[src/rtl/hazard_unit_mc.sv]
// Hazard unit for the 5-stage pipeline: forwarding, load-use stall, multi-cycle
// execute stall FSM and a saturating stall-cycle counter.
module hazard_unit_mc #(
    parameter int REG_ADDR_W = 5,
    parameter int MC_LATENCY = 4,
    parameter int CNT_W      = 16
) (
    input  logic                  i_Clk,
    input  logic                  i_Rst_n,
    input  logic [REG_ADDR_W-1:0] i_Rs1D,
    input  logic [REG_ADDR_W-1:0] i_Rs2D,
    input  logic [REG_ADDR_W-1:0] i_Rs1E,
    input  logic [REG_ADDR_W-1:0] i_Rs2E,
    input  logic [REG_ADDR_W-1:0] i_RdE,
    input  logic [REG_ADDR_W-1:0] i_RdM,
    input  logic [REG_ADDR_W-1:0] i_RdW,
    input  logic                  i_RegWriteE,
    input  logic                  i_RegWriteM,
    input  logic                  i_RegWriteW,
    input  logic                  i_ResultSrcE_0,
    input  logic                  i_MultiCycleE,
    input  logic                  i_PCSrcE,
    input  logic                  i_CntClr,
    output logic                  o_StallF,
    output logic                  o_StallD,
    output logic                  o_StallE,
    output logic                  o_FlushD,
    output logic                  o_FlushE,
    output logic                  o_FlushM,
    output logic [1:0]            o_ForwardAE,
    output logic [1:0]            o_ForwardBE,
    output logic                  o_McBusy,
    output logic [CNT_W-1:0]      o_StallCnt
);

    typedef enum logic {S_IDLE, S_BUSY} state_t;

    // First E cycle is spent in IDLE, last with the counter at zero.
    localparam logic [7:0] LP_LOAD = 8'(MC_LATENCY - 2);

    state_t           r_State;
    logic [7:0]       r_McCnt;
    logic [CNT_W-1:0] r_StallCnt;
    logic             w_LwStall;
    logic             w_McStall;

    assign o_ForwardAE = (i_Rs1E != '0 && i_Rs1E == i_RdM && i_RegWriteM) ? 2'b10 :
                         (i_Rs1E != '0 && i_Rs1E == i_RdW && i_RegWriteW) ? 2'b01 : 2'b00;
    assign o_ForwardBE = (i_Rs2E != '0 && i_Rs2E == i_RdM && i_RegWriteM) ? 2'b10 :
                         (i_Rs2E != '0 && i_Rs2E == i_RdW && i_RegWriteW) ? 2'b01 : 2'b00;

    assign w_LwStall = i_ResultSrcE_0 & i_RegWriteE & (i_RdE != '0) &
                       ((i_Rs1D == i_RdE) | (i_Rs2D == i_RdE));
    assign w_McStall = ((r_State == S_IDLE) & i_MultiCycleE & ~i_PCSrcE) |
                       ((r_State == S_BUSY) & (r_McCnt != 8'd0));

    always_comb begin
        o_StallF = 1'b0;
        o_StallD = 1'b0;
        o_StallE = 1'b0;
        o_FlushD = 1'b0;
        o_FlushE = 1'b0;
        o_FlushM = 1'b0;
        if (i_PCSrcE) begin
            o_FlushD = 1'b1;
            o_FlushE = 1'b1;
        end else if (w_McStall) begin
            o_StallF = 1'b1;
            o_StallD = 1'b1;
            o_StallE = 1'b1;
            o_FlushM = 1'b1;
        end else if (w_LwStall) begin
            o_StallF = 1'b1;
            o_StallD = 1'b1;
            o_FlushE = 1'b1;
        end
    end

    always_ff @(posedge i_Clk or negedge i_Rst_n) begin
        if (!i_Rst_n) begin
            r_State <= S_IDLE;
            r_McCnt <= 8'd0;
        end else if (i_PCSrcE) begin
            r_State <= S_IDLE;
            r_McCnt <= 8'd0;
        end else begin
            case (r_State)
                S_IDLE: if (i_MultiCycleE) begin
                    r_State <= S_BUSY;
                    r_McCnt <= LP_LOAD;
                end
                S_BUSY: if (r_McCnt == 8'd0) r_State <= S_IDLE;
                        else                 r_McCnt <= r_McCnt - 8'd1;
                default: r_State <= S_IDLE;
            endcase
        end
    end

    always_ff @(posedge i_Clk or negedge i_Rst_n) begin
        if (!i_Rst_n)                            r_StallCnt <= '0;
        else if (i_CntClr)                       r_StallCnt <= '0;
        else if (o_StallF && r_StallCnt != '1)   r_StallCnt <= r_StallCnt + CNT_W'(1);
    end

    assign o_McBusy   = (r_State == S_BUSY);
    assign o_StallCnt = r_StallCnt;

endmodule

[config.mk]
export PLATFORM = sky130hd
export DESIGN_NAME = hazard_unit_mc
export DESIGN_NICKNAME = d
export VERILOG_FILES = /design/src/rtl/hazard_unit_mc.sv
export SDC_FILE = /design/constraint.sdc
export NUM_CORES = 1
export LEC_CHECK = 0
export ABC_AREA = 0
export CELL_PAD_IN_SITES_DETAIL_PLACEMENT = 1
export CELL_PAD_IN_SITES_GLOBAL_PLACEMENT = 1
export CORE_MARGIN = 5
export CORE_UTILIZATION = 32
export DETAILED_ROUTE_END_ITERATION = 10
export PLACE_DENSITY_LB_ADDON = 0.1
export SYNTH_ARGS = -nofsm -noshare
export SYNTH_HDL_FRONTEND = slang
export SYNTH_SLANG_ARGS = --single-unit
[constraint.sdc]
create_clock -name i_Clk -period 3.6 [get_ports i_Clk]
set_input_delay 0.72 -clock i_Clk [delete_from_list [all_inputs] [get_ports i_Clk]]
set_output_delay 0.72 -clock i_Clk [all_outputs]
set_load 0.02 [all_outputs]
# Word-level counts from Yosys, hierarchy flattened
# Cells that the tools add are included.
# op_classes
muxes	22
bitwise_logic	10
reduce_logical	16
add_sub_neg	2
n_eq_ne	9
# op_table
cell	n
16-bit two-way mux	2
5-bit equality test	6
8-bit two-way mux	3
16-bit by 1-bit adder with 16-bit output, second input constant	1
16-bit inequality test, second input constant	1
8-bit case mux with 2 select lines	1
5-bit nonzero test	3
1-bit two-way mux	13
1-bit logical AND	9
8-bit zero test	1
8-bit nonzero test	1
8-bit by 1-bit subtractor with 8-bit output, second input constant	1
1-bit bitwise AND	6
3-bit inequality test, second input constant	2
2-bit two-way mux	2
1-bit inverter	2
1-bit bitwise OR	2
1-bit case mux with 2 select lines	1
2-bit AND reduction	1
2-bit nonzero test	1
# totals
word_cells	62
output_inout_bits	27
register_bits	25

# Depth between registers and ports, before layout
# Gate-level depths: netlist (run 1).
# depth
ltp_word	9
ltp_mapped	9
mapped_depth_nobuf	8

# Least setup slack after synthesis (run 1)
# OpenSTA, ideal clock, no wires.
# synth_timing
path_kind	input -> output
from	input port i_Rs1E[1]
to	output port o_ForwardAE[0]
slack_ns	0.653
n_path_buf	0
t_arrival_ns	2.227
cell_stages	4
cell_sequence	or4_1 nor2_1 nor4_1 nor4_1
# synth_via
elab_chain_len	5
# synth_rtl
element	line	source
from (decl)	12	input logic [REG_ADDR_W-1:0] i_Rs1E,
5-bit equality test / 5-bit nonzero test (equally long branches)	48, 47	
1-bit logical AND (2 in a row)	48	(i_Rs1E != '0 && i_Rs1E == i_RdW && i_RegWriteW) ? 2'b01 : 2'b00;
1-bit two-way mux	48	
2-bit two-way mux *	47	assign o_ForwardAE = (i_Rs1E != '0 && i_Rs1E == i_RdM && i_RegWriteM) ? 2'b10 :
to (decl)	30	output logic [1:0] o_ForwardAE,
# Mark *: on every way between the ends. The rest lies on a longest branch, timed or not.

# Worst setup path in the final report (run 1)
# layout_timing
from	input port i_RdE[1]
to	output port o_StallD
# layout_via
elab_chain_len	6
# layout_rtl
element	line	source
from (decl)	14	input logic [REG_ADDR_W-1:0] i_RdE,
5-bit equality test / 5-bit nonzero test (equally long branches)	53, 52	
1-bit bitwise OR / 1-bit bitwise AND (equally long branches)	53, 52	
1-bit bitwise AND *	52	assign w_LwStall = i_ResultSrcE_0 & i_RegWriteE & (i_RdE != '0) &
1-bit two-way mux *	72	end else if (w_LwStall) begin
1-bit two-way mux *	67	end else if (w_McStall) begin
1-bit two-way mux *	64	if (i_PCSrcE) begin
to (decl)	25	output logic o_StallD,
# Marks and branches as above.

==> flow_summary_export.csv, run 1 <==
group,metric,value,unit
place,gp_congestion,0.753,
cts,cts-htree-levels,1,
cts,cts_made_buffers,3,
cts,clockRootBuffer,"clkbuf_8",
synth,synth_edf_count,0,
final_layout,fill_cells,664,
synth,async_reset_ff_share,100,%
synth,synth_cells,200,
critical_path,cp-endpoint,"o_StallD",
final_layout,fin_area,0.00268,mm^2
timing,fmax,288,MHz
pwr,p_leak,1.05,nW
cts,clkLatencyLatePin,0.27,ns
timing,relSlewSlack,58.8,%
critical_path,crit_slowest_cell,"clkdlybuf4s50_1",
hold_path,hold_class,"reg2reg",
timing,whs,0.516,ns
synth,seq_area_frac_synth,35.0,%
floorplanning,core,0.00547,mm^2
outcome,status,"completed",
timing,report.final.slew_viol_count,0,
final_layout,layout-drive-gt1-share,8.21,%
cts,numClockSinks,25,
synth,synth_top_area_cell,"dfrtp_1",
detailed_routing,first_iter_violations,25,
cts,cts_tree,"done",
critical_path,critical_path_class,"in2out",
final_layout,diodes,0,
synth,synth_xor_area_share,21.1,%
synth,synth_top_family_by_area,"simple AND/OR/NAND/NOR gates",
global_route,grt_max_degree,26,
pwr,p_sw,0.293,mW
critical_path,cp_top_family,"buffers and inverters",
critical_path,crit_path_end_kind,"output port",
timing,final_hold_viol_count,0,
cts,cts_setup_buffers,0,
synth,avgSynthCellArea,8.93,um^2
critical_path,crit_required,2.88,ns
critical_path,cp.depth,6,
timing,setup_violations,0,
floorplanning,dieArea,0.00718,mm^2
timing,final.setup_skew,0.00664,ns
synth,yosysTopAreaCellShare,35.0,%
floorplanning,ios,71,
synth,ys_warn_count,0,
detailed_routing,wl_per_cell,15.6,um
place,dp_hpwl,4570,um
synth,yosys-top-cells-area,"dfrtp_1, xnor2_1, xor2_1",
critical_path,crit_fanout,2,
pwr,combPwrFrac,39.5,%
pwr,seqPwrFrac,39.3,%
timing,tightest_slew,0.617,ns
pwr,p_sw_share,34.7,%
pwr,p_per_area,315,mW/mm^2
timing,period_share,96.5,%
floorplanning,die_h,84.7,um
final_layout,area.growth.synth_to_final,50.1,%
synth,synth.net_count,247,
critical_path,regToRegStartpoint,"r_McCnt[0]$_DFFE_PN0P_",
synth,synth.most_common_cell,"xnor2_1",
timing,period_needed,3.47,ns
cts,cts_max_path_buffers,2,
critical_path,crit_path_start_kind,"input port",
synth,synth-simple-area-share,27.7,%
synth,yosysUniqueCellTypes,40,
critical_path,crit_path_max_incr_delay,0.55,ns
timing,rsz0062_at_grt,"false",
pwr,vdd_drop_max,0.224,mV
critical_path,arrival,2.75,ns
critical_path,path_buf_inv,2,
global_route,grt_use_total,15.7,%
cts,clk_pin_slew,0.10,ns
pwr,power.internal,0.552,mW
floorplanning,start_util,32.6,%
synth,yosys_most_used_dff,"dfrtp_1",
global_route,grt_pass1_vias,1857,
global_route,grt_pass1_wl,9300,um
critical_path,r2r_slack,1.30,ns
synth,syn-cell-area,0.00179,mm^2
synth,ys_seq_elements,25,
detailed_routing,ant_nets,0,
synth,synth_commonest_cells,"xnor2_1, dfrtp_1, nor2_1, nand2_1, nand3_1",
critical_path,cpMostUsedCell,"clkdlybuf4s50_1",
pwr,p_clk_share,21.2,%
detailed_routing,wl,5500,um
synth,synth_fa_ha_area_share,2.10,%
floorplanning,rows,27,
flow_run,maxCapViolCount,0,
global_route,antenna_found_initial,0,
global_route,overflow,0,
critical_path,r2r_cells,9,
critical_path,crit-reg2reg-capture,"o_StallCnt[10]$_DFFE_PN0P_",
place,dpl_cell_area,0.00263,mm^2
detailed_routing,vias,1731,
timing,setup_tns,0,ns
detailed_routing,dr.pass1.iters,3,
detailed_routing,drc_errors,0,
synth,synth_compound_area_share,10.4,%
floorplanning,die_w,84.7,um
place,numPortBuffers,70,
synth,synth_mux_area_share,0.560,%
critical_path,path_cells,"clkdlybuf4s50_1, or3_1, o311a_1, a21o_4, nor2b_1, clkdlybuf4s50_1",
critical_path,cp-startpoint,"i_RdE[1]",
detailed_routing,viasPerCell,4.92,
final_layout,nets,328,
-- logic make-up after synthesis --
kind of cell | after synthesis
mux | 1
xor+xnor | 43
simple gates | 91
buf+inv | 10
fa+ha+maj | 3
flops | 25
compound gates | 27
-- layout make-up --
type                       count  area [um^2]  area share (%)
clock inverter                 1         8.76           0.327
inverter                       3         11.3           0.420
clock buffer                   3         41.3            1.54
sequential                    25          626            23.3
timing repair buffer          83          800            29.8
tap                           72         90.1            3.36
multi-input combinational    165         1100            41.2
-- timing repair --
| action | in CTS | in global routing |
|---|---|---|
| hold endpoints to repair | 0 | 0 |
| resized for setup | 1 | 1 |
| hold buffers | 0 | 0 |
| endpoints found under the setup margin | 1 | 1 |
-- flip-flops by register name (all words and copies together), names as in the netlist --
register and cells:
r_McCnt 8, o_StallCnt 16, o_McBusy 1
-- power by group through the flow --
| stage | logic, mW | clock network [mW] | registers (mW) |
|---|---|---|---|
| 4_1_cts | 0.339 | 0.188 | 0.332 |
| 6_report | 0.334 | 0.179 | 0.332 |
| 2_1_floorplan | 0.190 | 0 | 0.336 |
| 3_3_place_gp | 0.329 | 0 | 0.336 |
| 5_1_grt | 0.369 | 0.201 | 0.337 |
| 3_5_place_dp | 0.337 | 0 | 0.338 |
-- layout by cell type, fill, tap and decap left out, types with 2 or more instances in the layout --
master / instances
a21oi_1: 5
and3_1: 4
buf_4: 13
clkbuf_8: 3
clkdlybuf4s50_1: 68
dfrtp_1: 25
ha_1: 3
inv_1: 3
nand2_1: 15
nand3_1: 13
nand4_1: 5
nor2_1: 24
nor2b_1: 4
nor3_1: 3
nor4_1: 4
nor4b_1: 4
o21ai_0: 9
o31ai_1: 4
o41ai_1: 2
or3_1: 2
or4_1: 5
xnor2_1: 32
xor2_1: 11
-- worst reg2reg max path, cell delays in order, from the launching register on --
cell and delay [ns]:
dfrtp_1 0.40, inv_1 0.09, ha_1 0.20, nor4b_1 0.16
a31oi_2 0.30, a21o_4 0.13, buf_4 0.18, nand2_4 0.11
or4_1 0.49, a21oi_1 0.16
-- layer usage --
layer / routed length, um / global-route usage, %
met5: 0 / 0
met4: 14 / 1.29
met3: 112 / 2.75
met1: 2420 / 19.8
met2: 2960 / 29.0
-- through the flow --
stage | setup WS (ns) | cells | utilization (%) | total power, mW
6_report | 0.127 | 352 | 49.0 | 0.845
5_1_grt | 0.0334 | 352 | 49.0 | 0.908
4_1_cts | 0.0142 | 352 | 48.9 | 0.859
3_5_place_dp | -0.0489 | 348 | 48.1 | 0.674
3_3_place_gp | 0.0632 | 348 | 48.1 | 0.665
2_1_floorplan | 0.653 | 200 | - | 0.526
-- worst min-delay path by stage --
stage,end,slack [ns],from,cells after the start
floorplan,o_McBusy$_DFF_PN0_,0.42,i_Rst_n,0
global placement,r_McCnt[4]$_DFFE_PN0P_,0.49,r_McCnt[4]$_DFFE_PN0P_,1
detailed placement,r_McCnt[4]$_DFFE_PN0P_,0.51,r_McCnt[4]$_DFFE_PN0P_,1
CTS,r_McCnt[4]$_DFFE_PN0P_,0.52,r_McCnt[4]$_DFFE_PN0P_,1
global route,r_McCnt[6]$_DFFE_PN0P_,0.57,r_McCnt[6]$_DFFE_PN0P_,1
finish,r_McCnt[4]$_DFFE_PN0P_,0.52,r_McCnt[4]$_DFFE_PN0P_,1
Power figures use the tool's default switching activity.
==> inputs of run 2 (changes only) <==
--- a/config.mk
+++ b/config.mk
@@ -6,8 +6,6 @@
 export NUM_CORES = 1
 export LEC_CHECK = 0
 export ABC_AREA = 0
-export CELL_PAD_IN_SITES_DETAIL_PLACEMENT = 1
-export CELL_PAD_IN_SITES_GLOBAL_PLACEMENT = 1
 export CORE_MARGIN = 5
 export CORE_UTILIZATION = 32
 export DETAILED_ROUTE_END_ITERATION = 10
==> flow_summary_export.csv, run 2 (synthesis gave the netlist of run 1 again) <==
group,metric,value,unit
detailed_routing,wl,4800,um
place,dp_hpwl,3780,um
cts,cts-htree-levels,1,
floorplanning,rows,27,
timing,rsz0062_at_grt,"false",
critical_path,cp.depth,6,
cts,cts_made_buffers,3,
critical_path,cpMostUsedCell,"clkdlybuf4s50_1",
pwr,vdd_drop_max,0.224,mV
floorplanning,die_w,84.7,um
final_layout,seq_area,626,um^2
timing,relSlewSlack,60.6,%
critical_path,arrival,2.81,ns
global_route,overflow,0,
global_route,grt_pass1_vias,1667,
timing,postLayoutSetupSlackWorst,0.0719,ns
floorplanning,core,0.00547,mm^2
detailed_routing,dr.pass1.iters,4,
hold_path,hold_depth,1,
timing,final.setup_skew,0.00197,ns
floorplanning,ios,71,
cts,clkLatencyLatePin,0.27,ns
final_layout,nets,328,
flow_run,maxCapViolCount,0,
detailed_routing,wl_per_cell,13.6,um
outcome,status,"completed",
critical_path,path_cells,"clkdlybuf4s50_1, or3_1, o311a_1, a21o_4, nor2b_1, clkdlybuf4s50_1",
floorplanning,die_h,84.7,um
global_route,grt_use_total,13.1,%
critical_path,crit_required,2.88,ns
critical_path,path_buf_inv,2,
critical_path,critical_path_class,"in2out",
place,gp_congestion,0.781,
critical_path,r2r_cells,9,
final_layout,layout_common_cells,"clkdlybuf4s50_1, xnor2_1, dfrtp_1",
critical_path,crit_fanout,3,
critical_path,crit_path_end_kind,"output port",
timing,final_hold_viol_count,0,
timing,period_needed,3.53,ns
floorplanning,dieArea,0.00718,mm^2
floorplanning,start_util,32.6,%
timing,whs,0.507,ns
timing,period_share,98.0,%
final_layout,layout.cells.most_common,"clkdlybuf4s50_1",
critical_path,cp_top_family,"buffers and inverters",
pwr,p_per_area,306,mW/mm^2
cts,cts_max_path_buffers,2,
final_layout,fill_cells,534,
pwr,p_leak,1.06,nW
final_layout,multiInputGateArea,0.00110,mm^2
global_route,grt_pass1_wl,7900,um
detailed_routing,first_iter_violations,68,
cts,numClockSinks,25,
detailed_routing,viasPerCell,4.89,
final_layout,area.growth.synth_to_final,50.0,%
timing,report.final.slew_viol_count,0,
timing,fmax,283,MHz
cts,clk_pin_slew,0.08,ns
timing,setup_tns,0,ns
critical_path,crit_path_max_incr_delay,0.54,ns
cts,cts_tree,"done",
cts,cts_hold_buf,0,
timing,setup_violations,0,
cts,cts_setup_buffers,0,
global_route,antenna_found_initial,0,
cts,cts_resized,0,
hold_path,hold_class,"reg2reg",
place,pre_cts_slack,0.0384,ns
detailed_routing,drc_errors,0,
final_layout,layout-drive-gt1-share,7.86,%
timing,tightest_slew,0.589,ns
critical_path,crit_slowest_cell,"clkdlybuf4s50_1",
detailed_routing,ant_nets,0,
final_layout,diodes,0,
cts,clockRootBuffer,"clkbuf_8",
final_layout,largest_reg_flops,16,
critical_path,crit_path_start_kind,"input port",
global_route,grt_max_degree,26,
detailed_routing,vias,1721,
place,numPortBuffers,70,
## run 2: changes by cell type in the layout (fill, tap and decap cells not counted)
cell,before,now
dlygate4sd2_1,1,0
clkbuf_1,0,1
dlymetal6s2s_1,1,2
inv_6,1,0
## run 2: routing by layer
layer	vias to the layer above	wire, um	global-route usage [%]
met2	55	2080	19.9
met5	-	0	0
met3	4	338	3.43
met4	0	30	3.02
met1	794	2360	18.6
li1	868	-	-
## run 2: area by class of cell
cell class / instances / area share, %
sequential: 25 / 23.3
multi-input combinational: 165 / 41.2
clock buffer: 4 / 1.68
timing repair buffer: 83 / 30.0
inverter: 3 / 0.420
tap: 72 / 3.36
## run 2: final timing paths
kind	from	end	slack, ns
worst max-delay path	i_RdE[0]	o_StallD	0.07
worst min-delay path	r_McCnt[4]$_DFFE_PN0P_	r_McCnt[4]$_DFFE_PN0P_	0.51
worst max register to register	r_McCnt[0]$_DFFE_PN0P_	o_StallCnt[10]$_DFFE_PN0P_	1.28
worst min register to register	r_McCnt[4]$_DFFE_PN0P_	r_McCnt[4]$_DFFE_PN0P_	0.51
max in group asynchronous	i_Rst_n	o_McBusy$_DFF_PN0_	2.55
min in group asynchronous	i_Rst_n	r_McCnt[4]$_DFFE_PN0P_	0.81
## run 2: report_power, final
| group | switching [mW] | leakage [nW] | internal, mW |
|---|---|---|---|
| Combinational | 0.158 | 0.697 | 0.164 |
| Sequential | 0.0275 | 0.344 | 0.303 |
| Clock | 0.0878 | 0.0228 | 0.0791 |
| Total | 0.274 | 1.06 | 0.546 |
## run 2: through the flow
step,total power [mW],cell area (um^2),std cells,utilization (%)
2_1_floorplan,0.526,1790,200,-
3_3_place_gp,0.659,2630,348,48.1
3_5_place_dp,0.661,2630,348,48.1
4_1_cts,0.830,2680,352,48.9
5_1_grt,0.876,2680,352,49.0
6_report,0.819,2680,352,49.0
